<file path="src/rtl/clock_pkg.sv">
// rtl/clock_pkg.sv - shared constants and FSM state type for the time_keeper block
package clock_pkg;

    localparam int DIGIT_W = 4;

    localparam logic [2*DIGIT_W-1:0] SEC_MAX = 8'h59;
    localparam logic [2*DIGIT_W-1:0] MIN_MAX = 8'h59;
    localparam logic [2*DIGIT_W-1:0] HR_MAX  = 8'h23;

    typedef enum logic {
        RUN = 1'b0,
        SET = 1'b1
    } state_t;

endpackage

</file>
<file path="src/rtl/bcd_mod_counter.sv">
// rtl/bcd_mod_counter.sv - two-digit BCD counter that wraps from MAX back to 00
module bcd_mod_counter
    import clock_pkg::*;
#(
    parameter logic [2*DIGIT_W-1:0] MAX = 8'h59
) (
    input  logic                   clk,
    input  logic                   rst,
    input  logic                   i_clr,
    input  logic                   i_inc,
    output logic [2*DIGIT_W-1:0]   o_value,
    output logic                   o_wrap
);

    logic [DIGIT_W-1:0] r_tens;
    logic [DIGIT_W-1:0] r_units;
    logic [DIGIT_W-1:0] w_tens_nx;
    logic [DIGIT_W-1:0] w_units_nx;
    logic               w_at_max;

    assign o_value  = {r_tens, r_units};
    assign w_at_max = (o_value == MAX);
    assign o_wrap   = i_inc && w_at_max;

    always_comb begin
        w_tens_nx  = r_tens;
        w_units_nx = r_units + 1'b1;
        if (w_at_max) begin
            w_tens_nx  = '0;
            w_units_nx = '0;
        end else if (r_units == 4'd9) begin
            w_tens_nx  = r_tens + 1'b1;
            w_units_nx = '0;
        end
    end

    always_ff @(posedge clk or posedge rst) begin
        if (rst) begin
            r_tens  <= '0;
            r_units <= '0;
        end else if (i_clr) begin
            r_tens  <= '0;
            r_units <= '0;
        end else if (i_inc) begin
            r_tens  <= w_tens_nx;
            r_units <= w_units_nx;
        end
    end

endmodule

</file>
<file path="src/rtl/time_keeper.sv">
// rtl/time_keeper.sv - 24-hour BCD clock driven by an asynchronous 1 Hz input, with SET mode
// Optional alarm comparator is built when ALARM_EN is defined.
module time_keeper
    import clock_pkg::*;
#(
    parameter int SYNC_STAGES = 2,
    parameter int TICK_DIV    = 1
) (
    input  logic       clk,
    input  logic       rst,
    input  logic       i_sec_clk_in,
    input  logic       i_set_mode,
    input  logic       i_inc_min,
    input  logic       i_inc_hr,
`ifdef ALARM_EN
    input  logic [7:0] i_alarm_hr_bcd,
    input  logic [7:0] i_alarm_min_bcd,
    input  logic       i_alarm_arm,
    output logic       o_alarm_out,
`endif
    output logic [7:0] o_hours_bcd,
    output logic [7:0] o_minutes_bcd,
    output logic [7:0] o_seconds_bcd,
    output logic       o_sec_tick,
    output logic       o_day_rollover
);

    localparam int PW = (TICK_DIV > 1) ? $clog2(TICK_DIV) : 1;

    logic [SYNC_STAGES-1:0] r_sync;
    logic                   r_hist;
    logic [PW-1:0]          r_pre;
    state_t                 r_state;
    state_t                 w_next_state;
    logic                   r_sec_tick;
    logic                   r_day_roll;

    logic w_sync_out;
    logic w_edge;
    logic w_pre_last;
    logic w_tick;
    logic w_in_run;
    logic w_in_set;
    logic w_run_tick;
    logic w_sec_wrap;
    logic w_min_wrap;
    logic w_hr_wrap;
    logic w_min_inc;
    logic w_hr_inc;

    // Flops preset to 1 so an input already high at reset release is not seen as an edge
    always_ff @(posedge clk or posedge rst) begin
        if (rst) begin
            r_sync <= '1;
            r_hist <= 1'b1;
        end else begin
            r_sync <= {r_sync[SYNC_STAGES-2:0], i_sec_clk_in};
            r_hist <= w_sync_out;
        end
    end

    assign w_sync_out = r_sync[SYNC_STAGES-1];
    assign w_edge     = w_sync_out & ~r_hist;
    assign w_pre_last = (r_pre == PW'(TICK_DIV - 1));
    assign w_tick     = w_edge & w_pre_last;

    always_ff @(posedge clk or posedge rst) begin
        if (rst) begin
            r_pre <= '0;
        end else if (i_set_mode) begin
            r_pre <= '0;
        end else if (w_edge) begin
            r_pre <= w_pre_last ? '0 : r_pre + 1'b1;
        end
    end

    always_ff @(posedge clk or posedge rst) begin
        if (rst) begin
            r_state <= RUN;
        end else begin
            r_state <= w_next_state;
        end
    end

    always_comb begin
        w_next_state = RUN;
        if (i_set_mode) begin
            w_next_state = SET;
        end
    end

    always_comb begin
        w_in_run = 1'b0;
        w_in_set = 1'b0;
        case (r_state)
            RUN:     w_in_run = 1'b1;
            SET:     w_in_set = 1'b1;
            default: w_in_run = 1'b0;
        endcase
    end

    // A tick arriving while set_mode is already requested is dropped in favour of SET
    assign w_run_tick = w_tick & w_in_run & ~i_set_mode;
    assign w_min_inc  = (w_run_tick & w_sec_wrap) | (w_in_set & i_inc_min);
    assign w_hr_inc   = (w_run_tick & w_min_wrap) | (w_in_set & i_inc_hr);

    bcd_mod_counter #(.MAX(SEC_MAX)) u_sec (
        .clk     (clk),
        .rst     (rst),
        .i_clr   (i_set_mode),
        .i_inc   (w_run_tick),
        .o_value (o_seconds_bcd),
        .o_wrap  (w_sec_wrap)
    );

    bcd_mod_counter #(.MAX(MIN_MAX)) u_min (
        .clk     (clk),
        .rst     (rst),
        .i_clr   (1'b0),
        .i_inc   (w_min_inc),
        .o_value (o_minutes_bcd),
        .o_wrap  (w_min_wrap)
    );

    bcd_mod_counter #(.MAX(HR_MAX)) u_hr (
        .clk     (clk),
        .rst     (rst),
        .i_clr   (1'b0),
        .i_inc   (w_hr_inc),
        .o_value (o_hours_bcd),
        .o_wrap  (w_hr_wrap)
    );

    always_ff @(posedge clk or posedge rst) begin
        if (rst) begin
            r_sec_tick <= 1'b0;
            r_day_roll <= 1'b0;
        end else begin
            r_sec_tick <= w_run_tick;
            r_day_roll <= w_run_tick & w_hr_wrap;
        end
    end

    assign o_sec_tick     = r_sec_tick;
    assign o_day_rollover = r_day_roll;

`ifdef ALARM_EN
    logic r_alarm;

    always_ff @(posedge clk or posedge rst) begin
        if (rst) begin
            r_alarm <= 1'b0;
        end else begin
            r_alarm <= i_alarm_arm && w_in_run
                       && (o_hours_bcd == i_alarm_hr_bcd)
                       && (o_minutes_bcd == i_alarm_min_bcd);
        end
    end

    assign o_alarm_out = r_alarm;
`endif

endmodule

</file>
<file path="config.mk">
export PLATFORM = sky130hd
export DESIGN_NAME = time_keeper
export DESIGN_NICKNAME = d
export VERILOG_FILES = /design/src/rtl/clock_pkg.sv /design/src/rtl/bcd_mod_counter.sv /design/src/rtl/time_keeper.sv
export SDC_FILE = /design/constraint.sdc
export NUM_CORES = 1
export LEC_CHECK = 0
export CORE_MARGIN = 1
export CORE_UTILIZATION = 56
export CTS_BUF_LIST = sky130_fd_sc_hd__clkbuf_16
export DETAILED_ROUTE_END_ITERATION = 8
export GPL_ROUTABILITY_DRIVEN = 1
export GPL_TIMING_DRIVEN = 1
export HOLD_SLACK_MARGIN = 0.12
export MAX_ROUTING_LAYER = met4
export PLACE_DENSITY = 0.85
export REMOVE_ABC_BUFFERS = 1
export SYNTH_ARGS = -nofsm -noshare
export SYNTH_HDL_FRONTEND = slang
export SYNTH_HIERARCHICAL = 1
export SYNTH_SLANG_ARGS = --single-unit
export TNS_END_PERCENT = 50
</file>
<file path="constraint.sdc">
create_clock -name clk -period 6.6 [get_ports clk]
set_clock_uncertainty 0.05 [all_clocks]
set_input_delay 1.32 -clock clk [delete_from_list [all_inputs] [get_ports clk]]
set_output_delay 1.32 -clock clk [all_outputs]
set_load 0.02 [all_outputs]
</file>
Yosys cells after proc, flatten, opt, wreduce, memory -nomap -nowiden. Index checks and enable logic that the tools add are counted.

Word-level logic and storage cells: 72. Input port bits: 6. Output and inout port bits: 26. Register bits: 31.

Multiplexer cells: 22. Add/sub/neg operators: 7. Bitwise operators: 14. Reduce and logical (&&, ||, !) cells: 11. Equality and inequality tests: 6.

Operators by type and width (number): 4-bit 2-to-1 mux (16); 4-bit by 1-bit adder with 4-bit output, second input constant (6); 8-bit by 7-bit == test with 1-bit output, second input constant (2); 4-bit == test, second input constant (3); 1-bit bitwise AND (9); 8-bit by 6-bit == test with 1-bit output, second input constant (1); 2-bit nonzero test (4); 1-bit 2-to-1 mux (6); 2-bit AND reduction (3); 1-bit logical AND (3); 1-bit inverter (3); 3-bit nonzero test (1); 1-bit bitwise OR (2); 1-bit adder, second input constant (1).

Logic depth before layout (Yosys ltp). Gate-level depths: netlist of run 1.

Depth in word-level cells: 13. Mapped depth: 14. Mapped depth without buffers: 13.

Cells and area by module. Netlist of run 1, hierarchy kept.

Modules (own cells, without submodules): bcd_mod_counter (u_min ...) (times used 2, area an instance 494.2 µm², sequential area each 200.2 µm², cells each 51); bcd_mod_counter (u_hr) (times used 1, area an instance 538.0 µm², sequential area each 200.2 µm², cells each 54); time_keeper (times used 1, area an instance 219.0 µm², sequential area each 153.9 µm², cells each 17).

Worst setup path after synthesis of run 1. Ideal clock, no wire load.

Path kind: in2reg. From: input i_set_mode. To: register u_hr.r_tens[3]. Arrival: 3.879 ns. Stages on the path: 12. Setup slack: 2.546 ns. Library setup time: 0.125 ns. Path through: or3b_4 -> nor2_1 -> and2_1 -> nand2b_1 -> o21ai_1 -> and2_1 -> nand2b_1 -> o21ai_1 -> buf_4 -> and4b_4 -> nand4_2 -> mux2_4.

Longest elaborated chain between the ends: 9.

Ends and longest elaborated chain: start: declaration (RTL line time_keeper.sv:12) `input logic i_set_mode,`; 1-bit inverter (RTL line time_keeper.sv:103) `assign w_run_tick = w_tick & w_in_run & ~i_set_mode;`; 1-bit bitwise AND (RTL line time_keeper.sv:103); net w_run_tick (RTL line time_keeper.sv:44) `logic w_run_tick;`; 1-bit logical AND (RTL line bcd_mod_counter.sv:23) `assign o_wrap = i_inc && w_at_max;`; net w_sec_wrap (RTL line time_keeper.sv:45) `logic w_sec_wrap;`; 1-bit bitwise AND (RTL line time_keeper.sv:104) `assign w_min_inc = (w_run_tick & w_sec_wrap) | (w_in_set & i_inc_min);`; 1-bit bitwise OR (RTL line time_keeper.sv:104); net w_min_inc (RTL line time_keeper.sv:48) `logic w_min_inc;`; 1-bit logical AND (RTL line bcd_mod_counter.sv:23); net w_min_wrap (RTL line time_keeper.sv:46) `logic w_min_wrap;`; 1-bit bitwise AND (RTL line time_keeper.sv:105) `assign w_hr_inc = (w_run_tick & w_min_wrap) | (w_in_set & i_inc_hr);`; 1-bit bitwise OR (RTL line time_keeper.sv:105); net w_hr_inc (RTL line time_keeper.sv:49) `logic w_hr_inc;`; 2-bit AND reduction (no line); end signal: assignment (RTL line bcd_mod_counter.sv:45) `r_tens <= w_tens_nx;`; end: declaration (RTL line bcd_mod_counter.sv:15) `logic [DIGIT_W-1:0] r_tens;`.

The timed path passes the listed nets, and every way through them passes these cells. A chain may end at the register's enable or synchronous reset.

Final worst setup path of run 1. Same ends and word-level chain as after synthesis.

==> impl.org, run 1 <==
** Place
- Dpl hpwl :: 2660 um
- In this run, placement finished with an instance count of 238.
- At the end of routability-driven placement, the weighted congestion stood at 0.813.
- In this run the cell area measured after placement is 2100 sq um.
- Number of buffer cells added on primary ports :: 31

** Timing
- Number of max-slew violations in the final report :: 0
- Summed over all failing endpoints, the final setup total negative slack is 0 ns.
- Number of endpoints with negative hold slack in the final report :: 0
- Maximum achievable frequency :: 192 MHz
- Max_slew headroom :: 55.7%
- Clock period minus final worst setup slack :: 5.22 ns
- Setup violations, final :: 0
- The worst path uses 79.0% of the clock period.
- Actual slew at the worst max-slew pin :: 0.660 ns
- Setup repair after global routing left no endpoint under its margin.

** Worst setup path
- STA classifies the critical path endpoint as a flop.
- Largest stage delay on the critical path :: 0.63 ns
- Together, buffers and inverters on the worst path number 1.
- In this design, the largest share of critical-path delay is due to simple AND/OR/NAND/NOR gates.
- Source of the critical timing path :: i_set_mode
- Worst reg-to-reg setup slack :: 2.64 ns
- Worst endpoint data arrival time :: 5.33 ns
- Category of the critical setup timing path :: in -> reg
- In this run the worst path has a maximum fanout of 13.
- Worst flop-to-flop path startpoint :: r_sync[1]
- Among all stages on the critical path, the largest delay is contributed by sky130_fd_sc_hd__clkdlybuf4s50_1.
- Startpoint Class :: primary input
- STA puts the critical path data required time at 6.71 ns.
- The signal on the critical path passes through clkdlybuf4s50_1, or3b_4, nor2_1, and2_1, nand2b_1, o21ai_1, and2_1, nand2b_1, o21ai_1, and4b_4, nand4_2, mux2_4.

** Yosys
- Simple-gate portion of the synthesized area :: 27.0%
- Synth Area in Compound Gates :: 14.2%
- Synth area leader :: sky130_fd_sc_hd__dfrtp_1
- Ys async rst share :: 100%
- Synthesis warning total :: 6
- Share of the synthesized area in the top cell type :: 38.7%
- Count of flip-flops with a built-in enable after synthesis :: 0
- After synthesis the netlist holds a flip-flop and latch count of 30.
- Cell area after synthesis :: 1750 sq um
- After synthesis, the mean cell area works out to 10.1 sq um.
- Largest family of logic cells by synthesized area :: simple AND/OR/NAND/NOR gates
- Netlist cell types :: 43
- Number of instances in the synthesized netlist :: 173
- Mux cell area share after synthesis :: 2.08%
- By area the synthesized netlist is led by sky130_fd_sc_hd__dfrtp_1 39%, sky130_fd_sc_hd__ha_1 8.6%, sky130_fd_sc_hd__nand3b_1 4.7%.
- Adder and majority cell fraction of the synthesized area :: 8.60%
- Summing the areas of all xor and xnor instances in the mapped netlist gives 0% of the synthesized area.
- Among all flip-flop cells after synthesis, the most frequent one is sky130_fd_sc_hd__dfrtp_1.
- Fraction of the yosys area taken by sequential cells :: 43.2%

** Clock network
- Buffer depth of the longest clock path :: 2
- After clock tree synthesis, the repair step resized 0 gates.
- CTS built an H-tree with a depth of 2.
- TritonCTS buffer count :: 5
- Post-CTS timing repair inserted 0 buffers for setup.
- Clock Root Buffer :: sky130_fd_sc_hd__clkbuf_16
- Post-CTS Hold Fix Bufs :: 0
- After clock tree synthesis, the clock-pin slew on the worst setup and hold paths is 0.05 ns.
- TritonCTS clock tree :: yes
- Clock tree synthesis found a total of 30 sinks.
- Source-to-sink clock delay at the later pin of the worst-skew pair :: 0.28 ns

** Drt
- 1st-pass router iterations :: 6
- The final route contains 1470 vias.
- In the routed design, unresolved DRC markers number 2.
- The detail route stage leaves a number of antenna-violating nets equal to 0.
- Summed over all layers, the routed wires come to 3970 um.
- Dividing the detail-routed via count by the number of cells gives 5.98.
- In the final routed layout, each cell accounts on average for 16.1 um.
- In this run, the number of DRC markers left after iteration 0 of detailed routing was 66.

** Power
- Power per unit of standard cell area :: 208 nW/um^2
- Summed over all cells, the static leakage comes to 0.987 nW.
- Across the VDD grid, the largest voltage drop is 0.136 mV.

** Final layout
- In the final layout, the share of cells above drive strength 1 is 9.30%.
- Final-layout fill cell count :: 196
- Post-layout instance count excluding filler cells :: 246
- Antenna diode instance count :: 0
- Relative to the synthesized area, the layout overhead comes to 29.7%.
- Post-route standard cell area excluding fillers :: 2260 sq um
- Nets :: 232

** Die
- In this run the horizontal extent of the chip is 57.8 um.
- Die outline area :: 3340 sq um
- Floorplan row count :: 19
- Initial core utilization :: 61.2%
- Height of the die :: 57.8 um
- Area of the core :: 2850 sq um
- Boundary pin count :: 32

** Run status
- Run status :: finished, violations left
- The final reports fail on design-rule violations.

** Global routing
- GR Overflow Total :: 0
- Gr usage total :: 28.6%
- Number of antenna violations at the first check in global routing :: 0
- Global routing used 7.37% of the available met3 tracks.
- Met2 usage in global routing :: 45.2%
- The global routing stage identified its most utilized layer as met2.
- Maximum number of pins on one net before global-route repair :: 14
- In the global route stage, met1 resource usage came out at 33.5%.
- Number of global-route vias before repair :: 1533
- The first global-routing pass estimated 6900 um of wire.

** Worst hold path
- In this run the most critical hold path is launched from r_sync[0].
- The path class of the tightest hold or removal check is reg -> reg.

** Flow run
- Max-cap violations in this run came to 0.
==> cells by family after synthesis <==
kind of cell | Yosys count
compound gates | 39
fa+ha+maj | 12
buf+inv | 21
flops | 30
mux | 3
other cells | 1
simple gates | 67
==> through the flow <==
step	total power [mW]	util, %	hold WS (ns)	worst slack [ns]
2_1_floorplan	0.209	-	0.295	2.37
3_3_place_gp	0.219	73.7	0.297	1.43
3_5_place_dp	0.221	73.7	0.301	1.20
4_1_cts	0.473	79.4	0.308	1.43
5_1_grt	0.486	79.4	0.314	1.17
6_report	0.472	79.4	0.307	1.38
==> flip-flops by register name (all words and copies together) (netlist names), 2 cells and up <==
signal / cells
u_hr/r_tens: 4
u_hr/r_units: 4
u_min/r_tens: 4
u_min/r_units: 4
u_sec/r_tens: 4
u_sec/r_units: 4
r_sync: 2
==> layout by cell type, fill, tap and decap left out, types with 2 or more instances in the layout <==
cell type,count
sky130_fd_sc_hd__a21boi_0,2
sky130_fd_sc_hd__or3_1,7
sky130_fd_sc_hd__o41ai_1,2
sky130_fd_sc_hd__and2_1,2
sky130_fd_sc_hd__ha_1,12
sky130_fd_sc_hd__o21ai_0,8
sky130_fd_sc_hd__nand4b_4,2
sky130_fd_sc_hd__nand3_1,4
sky130_fd_sc_hd__o32ai_1,4
sky130_fd_sc_hd__dfstp_2,3
sky130_fd_sc_hd__clkdlybuf4s50_1,31
sky130_fd_sc_hd__or4_1,2
sky130_fd_sc_hd__and4b_1,2
sky130_fd_sc_hd__clkbuf_16,5
sky130_fd_sc_hd__conb_1,8
sky130_fd_sc_hd__nand2b_1,9
sky130_fd_sc_hd__a211o_1,2
sky130_fd_sc_hd__nand3b_1,11
sky130_fd_sc_hd__a21oi_1,13
sky130_fd_sc_hd__inv_1,18
sky130_fd_sc_hd__nor3_1,3
sky130_fd_sc_hd__nor2_1,5
sky130_fd_sc_hd__nand2_1,10
sky130_fd_sc_hd__o21ai_1,3
sky130_fd_sc_hd__dfrtp_1,27
==> Yosys cell counts, types with 3 or more instances <==
cell / n
sky130_fd_sc_hd__clkbuf_1: 3
sky130_fd_sc_hd__a21oi_1: 13
sky130_fd_sc_hd__ha_1: 12
sky130_fd_sc_hd__inv_1: 17
sky130_fd_sc_hd__dfstp_2: 3
sky130_fd_sc_hd__nor3_1: 3
sky130_fd_sc_hd__nand2b_1: 9
sky130_fd_sc_hd__dfrtp_1: 27
sky130_fd_sc_hd__nand3_1: 4
sky130_fd_sc_hd__or3_1: 7
sky130_fd_sc_hd__nand3b_1: 11
sky130_fd_sc_hd__nor2_1: 5
sky130_fd_sc_hd__o32ai_1: 4
sky130_fd_sc_hd__o21ai_1: 3
sky130_fd_sc_hd__nand2_1: 10
sky130_fd_sc_hd__o21ai_0: 8
==> power by group <==
part | total (mW) | internal [mW] | leakage, nW | switching [mW]
clock network | 0.253 | 0.175 | 0.0826 | 0.0784
logic | 0.0271 | 0.0107 | 0.500 | 0.0164
registers | 0.192 | 0.188 | 0.405 | 0.00381
total | 0.472 | 0.374 | 0.987 | 0.0985
==> worst register-to-register path, cell delays in order, from the launching register on <==
cell and delay (ns):
sky130_fd_sc_hd__dfstp_2 0.52, sky130_fd_sc_hd__or3b_4 0.40, sky130_fd_sc_hd__nor2_1 0.48, sky130_fd_sc_hd__and2_1 0.21
sky130_fd_sc_hd__nand2b_1 0.05, sky130_fd_sc_hd__o21ai_1 0.48, sky130_fd_sc_hd__and2_1 0.22, sky130_fd_sc_hd__nand2b_1 0.07
sky130_fd_sc_hd__o21ai_1 0.53, sky130_fd_sc_hd__and4b_4 0.39, sky130_fd_sc_hd__nand4_2 0.12, sky130_fd_sc_hd__mux2_4 0.31
==> path summary, 6_finish.rpt <==
kind | depth (start not counted) | to
max | 12 | u_hr/r_tens[3]
min | 0 | r_sync[1]
max reg2reg | 11 | u_hr/r_tens[3]
min reg2reg | 0 | r_sync[1]
max in group asynchronous | 2 | u_hr/r_units[3]
min in group asynchronous | 2 | r_state
==> per-layer routing <==
layer	share of wire [%]	vias up
met5	0	-
met3	4.3	7
met1	43	731
met4	1.8	0
met2	50	38
li1	-	694
==> area by class of cell <==
class	instances	area, sq um	area share (%)
Inverter	17	63.8	2.82
Clock buffer	5	125	5.52
Tap cell	31	38.8	1.71
Timing Repair Buffer	31	310	13.7
Sequential cell	30	754	33.3
Clock inverter	3	37.5	1.66
Multi-Input combinational cell	129	935	41.3
(Power assumes the default switching activity.)
==> inputs of run 2 (changes only) <==
Settings changed: CORE_UTILIZATION 56 to 52, PLACE_DENSITY 0.85 to 0.79.
Clock period 6.6 ns to 5.1 ns, I/O delays scaled along.
==> impl.org, run 2 (same netlist as run 1, synthesis figures left out) <==
** Timing
- Setup violations, final :: 0
- Clock period minus final worst setup slack :: 4.02 ns
- Hold_ws :: 0.307 ns
- Summed over all failing endpoints, the final setup total negative slack is 0 ns.
- Setup repair after global routing left no endpoint under its margin.
- Maximum achievable frequency :: 249 MHz
- Tcrit/Tclk final :: 78.8%
- Number of endpoints with negative hold slack in the final report :: 0
- Number of max-slew violations in the final report :: 0

** Worst setup path
- STA classifies the critical path startpoint as a primary input.
- STA puts the critical path data required time at 5.21 ns.
- STA classifies the critical path endpoint as a flop.
- Highest fanout seen on the critical path :: 13
- Data arrives at the worst endpoint at 4.12 ns.
- Category of the critical setup timing path :: in -> reg

** Flow run
- Reported max-cap violation count :: 0

** Final layout
- Commonest non-fill, non-tap cells in the layout :: 31 x sky130_fd_sc_hd__clkdlybuf4s50_1, 27 x sky130_fd_sc_hd__dfrtp_1, 18 x sky130_fd_sc_hd__inv_1, 13 x sky130_fd_sc_hd__a21oi_1, 12 x sky130_fd_sc_hd__ha_1
- Antenna diode instance count :: 0
- Post-route standard cell area excluding fillers :: 2280 sq um
- Proportion of layout cells with a drive suffix above 1 :: 10.6%
- For this run, the post-layout net count is 235.
- Core occupancy in the finished layout :: 72.8%
- Layout area overhead :: 30.5%
- Leaving out filler cells and counting taps, the final layout contains 262.
- Most frequent standard cell in the layout excluding fill and tap cells :: sky130_fd_sc_hd__clkdlybuf4s50_1

** Die
- Die outline area :: 3590 sq um
- Once the floorplan was initialized, standard cells occupied 55.8% of the core.
- From left edge to right edge, the die measures 59.9 um.
- Pin placement for this block handled 32 I/O pins.
- In this run the core area contains 20 standard-cell rows.
- The floorplan step set the die height to 59.9 um.
- The floorplan step defined a core boundary enclosing 3130 sq um.

** Clock network
- Number of setup buffers added after CTS :: 0
- Number of cells upsized or downsized after cts :: 0
- Buffer depth of the longest clock path :: 2
- Post-CTS Hold Fix Bufs :: 0
- Clock edge transition at the registers on the reported setup and hold paths :: 0.05 ns
- CTS built an H-tree with a depth of 2.
- CTS sink cnt :: 30
- The later pin in the worst-skew pair is clocked with a latency of 0.27 ns.
- The tree is rooted in a sky130_fd_sc_hd__clkbuf_16.
- TritonCTS buffer count :: 5
- TritonCTS clock tree :: yes

** Power
- Sw frac :: 22.5%
- IR analysis of the VDD net gives a maximum drop of 0.229 mV.
- Per report_power, the combinational group accounts for 6.6% of the total.
- Clock network power share :: 49.2%
- In this run the static leakage power is 0.992 nW.
- Power per unit of standard cell area :: 246 nW/um^2
- The internal portion of the total power is 434 uW.
- Of the total power, registers draw 44.3%.
- In this run the power spent charging and discharging nets is 126 uW.

** Place
- The HPWL after detailed placement is 2870 um.
- Counting tap cells, the placed design contains a total of 254 instances.
- The congestion estimate from routability-driven global placement came to 0.826.
- Input and output buffers added on the ports amount to 31.
- Placed cell area :: 2140 sq um

** Drt
- Final WL :: 3980 um
- Remaining antenna violation count :: 0
- Drt initial violations :: 70
- After detailed routing, the number of remaining DRC violations is 0.
- Vias :: 1492
- Mean routed wirelength per cell :: 15.2 um
- 1st-pass router iterations :: 4
- Post-detailed-route via-to-cell ratio :: 5.69

** Global routing
- GR Overflow Total :: 0
- First-pass GRT wire length :: 6690 um
- The number of global-route vias before repair came to 1460.
- Global routing used 26.6% of the available tracks across all layers.
- Entering global routing, the biggest net connects 14 pins.
- The initial antenna violation count came to 0.

** Worst hold path
- Worst Hold Class :: reg -> reg

** Run status
- The flow ran to the end, and the final reports show no timing, DRC or antenna violations.
[run 2: critical path, cell delays in order]
cell,delay [ns]
sky130_fd_sc_hd__clkdlybuf4s50_1,0.61
sky130_fd_sc_hd__or3b_4,0.49
sky130_fd_sc_hd__nor2_1,0.13
sky130_fd_sc_hd__buf_4,0.19
sky130_fd_sc_hd__and2_1,0.15
sky130_fd_sc_hd__nand2b_1,0.05
sky130_fd_sc_hd__o21ai_1,0.12
sky130_fd_sc_hd__buf_4,0.18
sky130_fd_sc_hd__and2_1,0.13
sky130_fd_sc_hd__nand2b_1,0.05
sky130_fd_sc_hd__o21ai_1,0.12
sky130_fd_sc_hd__buf_4,0.17
sky130_fd_sc_hd__and4b_4,0.28
sky130_fd_sc_hd__nand4_2,0.12
sky130_fd_sc_hd__mux2_4,0.31
[run 2: power by group through the flow]
stage / Clock [mW] / Sequential [mW] / Combinational (mW)
after floorplan: 0 / 0.254 / 0.0172
after global placement: 0 / 0.251 / 0.0344
after detailed placement: 0 / 0.252 / 0.0361
after CTS: 0.280 / 0.248 / 0.0362
after global routing: 0.294 / 0.248 / 0.0407
final: 0.276 / 0.248 / 0.0368
[run 2: metrics by stage]
step / power [mW] / setup slack [ns]
after global placement: 0.286 / 0.963
after CTS: 0.564 / 1.10
after detailed placement: 0.288 / 0.826
after global routing: 0.583 / 0.871
after floorplan: 0.271 / 1.17
final: 0.560 / 1.08
[run 2: final cells by class]
type                            instances  area (sq um)
Sequential cell                        30           754
Timing Repair Buffer                   34           333
Tap cell                               44          55.1
Clock buffer                            5           125
Multi-Input combinational cell        129           935
Fill cell                             249           850
Clock inverter                          3          12.5
Inverter                               17          63.8
[run 2: final timing paths]
check | to | slack, ns | cells after the start | from
setup reg to reg | u_hr/r_tens[3] | 1.86 | 15 | u_sec/r_units[1]
min in group asynchronous | o_sec_tick | 1.02 | 2 | rst
setup / recovery | u_hr/r_tens[3] | 1.08 | 15 | i_set_mode
hold reg to reg | r_sync[1] | 0.31 | 0 | r_sync[0]
hold / removal | r_sync[1] | 0.31 | 0 | r_sync[0]
max in group asynchronous | u_sec/r_tens[0] | 3.67 | 2 | rst
[run 2: routing by layer]
metal / track usage, % / wire [um] / vias to the layer above
met4: 9.63 / 68 / 0
li1: - / - / 704
met5: - / 0 / -
met3: 7.58 / 139 / 7
met2: 42.4 / 1940 / 34
met1: 32.2 / 1820 / 747
